$ cat src/rtl/mc_pkg.sv
// Shared encodings for the multicycle MIPS main control unit: FSM states,
// instruction fields, ALU operation codes and datapath mux selects.
package mc_pkg;

  // 4-bit binary state encoding; codes 12..15 are unused and recover to FETCH.
  typedef enum logic [3:0] {
    S_FETCH  = 4'd0,
    S_DECODE = 4'd1,
    S_MEMADR = 4'd2,
    S_MEMRD  = 4'd3,
    S_MEMWB  = 4'd4,
    S_MEMWR  = 4'd5,
    S_EXEC   = 4'd6,
    S_ALUWB  = 4'd7,
    S_BEQ    = 4'd8,
    S_ADDIEX = 4'd9,
    S_ADDIWB = 4'd10,
    S_JUMP   = 4'd11
  } state_e;

  // Opcodes (instr[31:26]).
  localparam logic [5:0] OP_LW    = 6'b100011;
  localparam logic [5:0] OP_SW    = 6'b101011;
  localparam logic [5:0] OP_RTYPE = 6'b000000;
  localparam logic [5:0] OP_BEQ   = 6'b000100;
  localparam logic [5:0] OP_ADDI  = 6'b001000;
  localparam logic [5:0] OP_J     = 6'b000010;

  // R-type function codes (instr[5:0]).
  localparam logic [5:0] FUNCT_ADD = 6'b100000;
  localparam logic [5:0] FUNCT_SUB = 6'b100010;
  localparam logic [5:0] FUNCT_AND = 6'b100100;
  localparam logic [5:0] FUNCT_OR  = 6'b100101;
  localparam logic [5:0] FUNCT_SLT = 6'b101010;

  // ALU operation codes seen by the datapath ALU.
  localparam logic [2:0] ALU_ADD = 3'b010;
  localparam logic [2:0] ALU_SUB = 3'b110;
  localparam logic [2:0] ALU_AND = 3'b000;
  localparam logic [2:0] ALU_OR  = 3'b001;
  localparam logic [2:0] ALU_SLT = 3'b111;

  // Coarse ALU request from the FSM; the decoder refines FUNCT via Funct.
  typedef enum logic [1:0] {
    ALUOP_ADD   = 2'b00,
    ALUOP_SUB   = 2'b01,
    ALUOP_FUNCT = 2'b10
  } aluop_e;

  // ALU B-input select.
  localparam logic [1:0] SRCB_B       = 2'b00;
  localparam logic [1:0] SRCB_FOUR    = 2'b01;
  localparam logic [1:0] SRCB_IMM     = 2'b10;
  localparam logic [1:0] SRCB_IMM_SH2 = 2'b11;

  // Next-PC select.
  localparam logic [1:0] PCSRC_ALURESULT = 2'b00;
  localparam logic [1:0] PCSRC_ALUOUT    = 2'b01;
  localparam logic [1:0] PCSRC_JUMP      = 2'b10;

  // True for every opcode the control unit knows how to sequence.
  function automatic logic op_supported(input logic [5:0] op);
    return (op == OP_LW) || (op == OP_SW) || (op == OP_RTYPE) ||
           (op == OP_BEQ) || (op == OP_ADDI) || (op == OP_J);
  endfunction

endpackage

$ cat src/rtl/mc_alu_decoder.sv
// ALU decoder: turns the FSM's coarse ALU request plus the R-type Funct field
// into the 3-bit ALU operation code. Purely combinational.
module mc_alu_decoder
  import mc_pkg::*;
(
  input  logic [1:0] alu_op_i,
  input  logic [5:0] funct_i,
  output logic [2:0] alu_control_o
);

  // Map ALUOp/Funct to the ALU operation; anything unrecognised falls back to add.
  always_comb begin
    // NOTE: defaulting the output before the case keeps every path assigned, so no latch is inferred.
    alu_control_o = ALU_ADD;
    unique case (alu_op_i)
      ALUOP_SUB: alu_control_o = ALU_SUB;
      ALUOP_FUNCT: begin
        case (funct_i)
          FUNCT_ADD: alu_control_o = ALU_ADD;
          FUNCT_SUB: alu_control_o = ALU_SUB;
          FUNCT_AND: alu_control_o = ALU_AND;
          FUNCT_OR:  alu_control_o = ALU_OR;
          FUNCT_SLT: alu_control_o = ALU_SLT;
          default:   alu_control_o = ALU_ADD;
        endcase
      end
      default: alu_control_o = ALU_ADD;
    endcase
  end

endmodule

$ cat src/rtl/mc_controller.sv
// Multicycle MIPS main control unit. A Moore FSM steps each instruction through
// FETCH, DECODE and its class-specific execute/memory/writeback states and
// drives every datapath enable and mux select from the registered state.
module mc_controller
  import mc_pkg::*;
(
  input  logic       clk,
  input  logic       rst,
  input  logic [5:0] Op,
  input  logic [5:0] Funct,
  output logic       PCWrite,
  output logic       Branch,
  output logic [1:0] PCSrc,
  output logic [2:0] ALUControl,
  output logic       ALUSrcA,
  output logic [1:0] ALUSrcB,
  output logic       lorD,
  output logic       MemWrite,
  output logic       IRWrite,
  output logic       RegDst,
  output logic       MemtoReg,
  output logic       RegWrite,
  output logic       illegal,
  output logic [3:0] state
);

  state_e state_q;
  state_e state_d;
  state_e state_eff;
  aluop_e alu_op;

  // While reset is held the outputs present FETCH regardless of the register,
  // so the datapath sees FETCH mux selects from the very first reset cycle.
  assign state_eff = rst ? S_FETCH : state_q;
  assign state     = state_eff;

  // State register with synchronous reset into FETCH.
  always_ff @(posedge clk) begin
    // NOTE: sequential state uses non-blocking assignments so all flops update together at the edge.
    if (rst) state_q <= S_FETCH;
    else     state_q <= state_d;
  end

  // Next-state logic; Op is only consulted in DECODE and MEMADR.
  always_comb begin
    state_d = S_FETCH;
    case (state_q)
      S_FETCH: state_d = S_DECODE;
      S_DECODE: begin
        case (Op)
          OP_LW, OP_SW: state_d = S_MEMADR;
          OP_RTYPE:     state_d = S_EXEC;
          OP_BEQ:       state_d = S_BEQ;
          OP_ADDI:      state_d = S_ADDIEX;
          OP_J:         state_d = S_JUMP;
          default:      state_d = S_FETCH;
        endcase
      end
      S_MEMADR: state_d = (Op == OP_SW) ? S_MEMWR : S_MEMRD;
      S_MEMRD:  state_d = S_MEMWB;
      S_EXEC:   state_d = S_ALUWB;
      S_ADDIEX: state_d = S_ADDIWB;
      // Writeback, store, branch and jump states, plus unused codes, restart at FETCH.
      default:  state_d = S_FETCH;
    endcase
  end

  // Output decode from the effective state; write enables are killed during reset.
  always_comb begin
    PCWrite  = 1'b0;
    Branch   = 1'b0;
    PCSrc    = PCSRC_ALURESULT;
    alu_op   = ALUOP_ADD;
    ALUSrcA  = 1'b0;
    ALUSrcB  = SRCB_B;
    lorD     = 1'b0;
    MemWrite = 1'b0;
    IRWrite  = 1'b0;
    RegDst   = 1'b0;
    MemtoReg = 1'b0;
    RegWrite = 1'b0;
    illegal  = 1'b0;
    case (state_eff)
      S_FETCH: begin
        IRWrite = 1'b1;
        ALUSrcB = SRCB_FOUR;
        PCWrite = 1'b1;
      end
      S_DECODE: begin
        ALUSrcB = SRCB_IMM_SH2;
        illegal = !op_supported(Op);
      end
      S_MEMADR: begin
        ALUSrcA = 1'b1;
        ALUSrcB = SRCB_IMM;
      end
      S_MEMRD: lorD = 1'b1;
      S_MEMWB: begin
        MemtoReg = 1'b1;
        RegWrite = 1'b1;
      end
      S_MEMWR: begin
        lorD     = 1'b1;
        MemWrite = 1'b1;
      end
      S_EXEC: begin
        ALUSrcA = 1'b1;
        alu_op  = ALUOP_FUNCT;
      end
      S_ALUWB: begin
        RegDst   = 1'b1;
        RegWrite = 1'b1;
      end
      S_BEQ: begin
        ALUSrcA = 1'b1;
        alu_op  = ALUOP_SUB;
        PCSrc   = PCSRC_ALUOUT;
        Branch  = 1'b1;
      end
      S_ADDIEX: begin
        ALUSrcA = 1'b1;
        ALUSrcB = SRCB_IMM;
      end
      S_ADDIWB: RegWrite = 1'b1;
      S_JUMP: begin
        PCSrc   = PCSRC_JUMP;
        PCWrite = 1'b1;
      end
      default: ;
    endcase
    if (rst) begin
      PCWrite  = 1'b0;
      Branch   = 1'b0;
      IRWrite  = 1'b0;
      MemWrite = 1'b0;
      RegWrite = 1'b0;
      illegal  = 1'b0;
    end
  end

  mc_alu_decoder u_alu_decoder (
    .alu_op_i      (alu_op),
    .funct_i       (Funct),
    .alu_control_o (ALUControl)
  );

endmodule

$ cat config.mk
export PLATFORM = sky130hd
export DESIGN_NAME = mc_controller
export DESIGN_NICKNAME = d
export VERILOG_FILES = /design/src/rtl/mc_pkg.sv /design/src/rtl/mc_alu_decoder.sv /design/src/rtl/mc_controller.sv
export SDC_FILE = /design/constraint.sdc
export NUM_CORES = 1
export LEC_CHECK = 0
export ABC_AREA = 1
export CORE_UTILIZATION = 44
export CTS_BUF_LIST = sky130_fd_sc_hd__clkbuf_4
export DETAILED_ROUTE_END_ITERATION = 10
export MAX_ROUTING_LAYER = met4
export PLACE_DENSITY = 0.87
export SLEW_MARGIN = 20
export SYNTH_ARGS = -nofsm -noshare
export SYNTH_HDL_FRONTEND = slang
export SYNTH_HIERARCHICAL = 1
export SYNTH_SLANG_ARGS = --single-unit
$ cat constraint.sdc
create_clock -name clk -period 5.2 [get_ports clk]
set_clock_uncertainty 0.2 [all_clocks]
set_input_delay 1.3 -clock clk [delete_from_list [all_inputs] [get_ports clk]]
set_output_delay 1.3 -clock clk [all_outputs]
set_load 0.005 [all_outputs]
# Word level (Yosys, flattened, before mapping)
# Cells that the tools add are included.
# totals
regBits	4
# op_classes
n_reduce_logical	15
muxes	25
eq_ne	27
# ops
operator	n
equality test 6 bit, second input constant	6
case mux 4 bit (6 select lines)	1
equality test 4 x 3 -> 1 bit, second input constant	5
equality test 4 bit, second input constant	5
case mux 4 bit (5 select lines)	1
equality test 4 x 2 -> 1 bit, second input constant	4
two-way mux 1 bit	16
case mux 3 bit (4 select lines)	1
equality test 4 x 1 -> 1 bit, second input constant	2
zero test 4 bit	2
case mux 2 bit (2 select lines)	2
OR reduction 2 bit	4
equality test 6 x 2 -> 1 bit, second input constant	1
equality test 6 x 3 -> 1 bit, second input constant	1
equality test 6 x 4 -> 1 bit, second input constant	1
zero test 6 bit	1
case mux 2 bit (3 select lines)	1
case mux 3 bit (2 select lines)	1
logical OR 1 bit	5
two-way mux 4 bit	1
OR reduction 4 bit	1
two-way mux 3 bit	1
OR reduction 3 bit	1
equality test 2 x 1 -> 1 bit, second input constant	1
2 further kinds	2

# Logic depth before layout (Yosys ltp)
# depth
depth_word	9
mapped_depth	12
depth_no_buf	12

# Modules after synthesis
# Netlist, hierarchy kept.
# by_module_without_submodules
module	n_inst	area_per_inst_um2	seq_area_each_um2	cells_per_inst
mc_controller	1	504.2	80.1	93
mc_alu_decoder	1	173.9	0.0	37

# Worst setup path after synthesis
# OpenSTA, ideal clock, no wires.
# synth_timing
kind	input-to-output
from	input port rst
to	output port ALUControl[0]
setup_slack_ns	1.327
arrival_ns	2.373
required_ns	3.700
cell_stages	7
cell_sequence	buf_4 > o21ai_2 > nor2_2 > inv_1 > ha_1 > or2_1 > a21oi_1
# synth_via
elab_chain_cells	5
elab_cells_between_ends	7
classes_between	4 x eq/ne; 3 x mux
# synth_lines
element	line_no	source
start: declaration	mc_controller.sv:8	input logic rst,
two-way mux 4 bit (*)	mc_controller.sv:34	assign state_eff = rst ? S_FETCH : state_q;
equality test 4 bit / equality test 4 x 3 -> 1 bit (equally long branches)	mc_controller.sv:83	case (state_eff)
case mux 2 bit (2 select lines) (*)	mc_controller.sv:83	
via alu_op[0]	mc_controller.sv:30	aluop_e alu_op;
equality test 2 bit / equality test 2 x 1 -> 1 bit (equally long branches)	mc_alu_decoder.sv:15	unique case (alu_op_i)
case mux 3 bit (2 select lines) (*)	mc_alu_decoder.sv:15	
end: declaration	mc_controller.sv:14	output logic [2:0] ALUControl,
# The timed path passes the listed nets; every way through them passes the cells marked *.

# Worst setup path after layout
# layout_timing
from	input port rst
to	output port ALUControl[0]
# layout_via
elab_chain_cells	5
elab_cells_between_ends	7
classes_between	4 x eq/ne; 3 x mux
# layout_lines
element	line_no
two-way mux 4 bit (*)	mc_controller.sv:34
equality test 4 bit / equality test 4 x 3 -> 1 bit (equally long branches)	mc_controller.sv:83
case mux 2 bit (2 select lines) (*)	mc_controller.sv:83
equality test 2 bit / equality test 2 x 1 -> 1 bit (equally long branches)	mc_alu_decoder.sv:15
case mux 3 bit (2 select lines) (*)	mc_alu_decoder.sv:15
# Mark *: on every way between the ends. The rest lies on a longest branch, timed or not.

==> results.tsv <==
metric	value	unit
status	complete, no violations	
final setup violation count	0	
number of diodes	0	
Worst EP arrival	3.21	ns
post-layout util	77.7	%
placer's final routability congestion estimate	0.875	
H-tree depth	1	
Largest register FFs	4	
Reg2Reg Depth	5	
Die W	41.3	µm
Clock Pin Slew Worst Setup and Hold Paths	0.04	ns
final max-slew violation count	0	
Cell Area, Synth	678	µm²
Biggest register	state_q	
overall power	118	µW
Synth Instances	130	
worst setup path class	primary input to output pin	
I/O pins	35	
CTS root buffer	clkbuf_4	
Syn-to-layout area delta	56.6	%
Synth area leader	nor2_1	
Largest regs	state_q: 4 flops	
max_slew headroom	77.5	%
Least-Margin Pin Slew	0.336	ns
Mapped Nets	146	
Port Buffers	34	
non-filler cells, final	182	
worst hold path type	flip-flop to flip-flop	
core area	1370	µm²
post-route ant nets	0	
# clock sinks	4	
vias in the first global route	773	
Hold Fails Final Rpt	0	
# placed instances	179	
CP Max Fanout	5	
Worst IR Drop VDD	0.125	mV
Setup crit end kind	output pin	
max cap viols	0	
first-pass GRT wire length	2940	µm
num rows	13	
hold_ws	0.440	ns
synth top area cells	nor2_1 (16%), nand2_1 (14%), dfxtp_1 (12%)	
type of origin of the critical path	primary input	
final period utilization	90.5	%
Synth top area share	16.1	%
biggest cell delay along the critical path	0.51	ns
Pleak	0.000492	µW
synthesized area per cell	5.22	µm²
#FFs+latches synth	4	
Worst Path Required	3.70	ns
worst hold path depth	3	
Distinct cells, synth	22	
RSZ-0062 raised after global routing	no	
Starting Density	49.6	%
most frequent cells in the layout	clkdlybuf4s50_1 (33), nor2_1 (29), nand2_1 (26), inv_1 (21), nand3_1 (13)	
layout cell share with drive strength beyond 1	13.8	%
Tmin final	4.71	ns
Synth Warn #	6	
slowest stage cell, crit path	clkdlybuf4s50_1	
CTS tree	built	
achievable frequency	212	MHz
cts hold-fix bufs	0	
die area	1700	µm²
vias per cell	5.08	
DR DRC count	0	
pwr dens	111	nW/µm²
GRT Total Usage	26.7	%
CTS Buffer Depth	2	
die height	41.3	µm
HPWL Detailed	1660	µm
Starting DRT DRC Count	21	
antenna violations before repair	0	
crit path cell chain	dlymetal6s2s_1 -> inv_2 -> nand2_1 -> o21ai_2 -> nor2_2 -> inv_1 -> ha_1 -> or2_1 -> a21oi_1 -> clkdlybuf4s50_1	
wire length per cell	11.1	µm
gr ovfl total	0	
Final nets	185	
DR vias	924	
Num CTS Buffers	3	
largest net degree at the start of global routing	9	
DRT Pass-1 Iters	4	
setup_tns	0	ns
commonest non-fill, non-tap cell in the layout	clkdlybuf4s50_1	
Routed WL	2030	µm
Clk Latency, worst-skew pair	0.24	ns
sequential-to-total area share from yosys stat	11.8	%
==> final cells by class <==
class	instances	area, µm²
Clock buffer	3	22.5
Fill cell	110	304
Tap cell	15	18.8
Timing Repair Buffer	36	358
Multi-Input combinational cell	98	485
Inverter	26	97.6
Sequential cell	4	80.1
==> cell usage after synthesis, drive strengths merged <==
library cell / instances
nand2: 29
buf: 2
ha: 2
nor3: 1
o21ai: 2
nand3: 13
o211ai: 2
or2: 1
o21a: 1
o22ai: 2
a31oi: 1
inv: 26
a21oi: 7
nand4: 1
nor2: 36
dfxtp: 4
==> repair_timing <==
action                     in CTS  in global routing
gates resized for setup         0                  1
setup buffers                   0                  0
setup endpoints to repair       0                  1
==> power by group <==
part / leakage (µW) / total (µW) / internal, µW / switching [µW]
clock network: 0.0000138 / 39.3 / 25.9 / 13.4
registers: 0.0000326 / 33.5 / 31.9 / 1.61
logic: 0.000446 / 45.4 / 22.4 / 23.0
==> worst paths after layout <==
path / from / endpoint / slack [ns]
setup / recovery: rst / ALUControl[0] / 0.49
setup reg to reg: state_q[3]$_SDFF_PP0_ / state_q[1]$_SDFF_PP0_ / 3.79
hold reg to reg: state_q[3]$_SDFF_PP0_ / state_q[0]$_SDFF_PP0_ / 0.44
hold / removal: state_q[3]$_SDFF_PP0_ / state_q[0]$_SDFF_PP0_ / 0.44
==> per-layer routing <==
layer  routed length (µm)  global-route usage [%]  share of wire [%]  vias to the layer above
met3                  135                    3.80                6.7                        0
met4                    0                    9.68                  0                        0
met2                 1080                    51.6                 53                       36
met1                  812                    26.6                 40                      411
met5                    0                       -                  0                        -
li1                     -                       -                  -                      477
==> worst max-delay path, delay by kind of cell <==
family	cells	cell delay, ns
buffers and inverters	4	0.93
and+or+nand+nor	3	0.46
adders and majority gates	1	0.32
AOI/OAI and AO/OA	2	0.20
==> stage by stage <==
step | instance area [µm²] | setup WS, ns
floorplan | 678 | 1.33
global placement | 1040 | 0.196
detailed placement | 1040 | 0.127
CTS | 1060 | 0.113
global route | 1060 | 0.368
finish | 1060 | 0.492
==> logic make-up (layout without fill, tap and decap cells) <==
group	Yosys count	after routing	synth area share [%]
adders and majority gates	2	2	3.69
AOI/OAI and AO/OA	15	15	13.8
and+or+nand+nor	81	81	54.1
buffers and inverters	28	65	16.6
DFF	4	4	11.8
(Power assumes the default switching activity.)
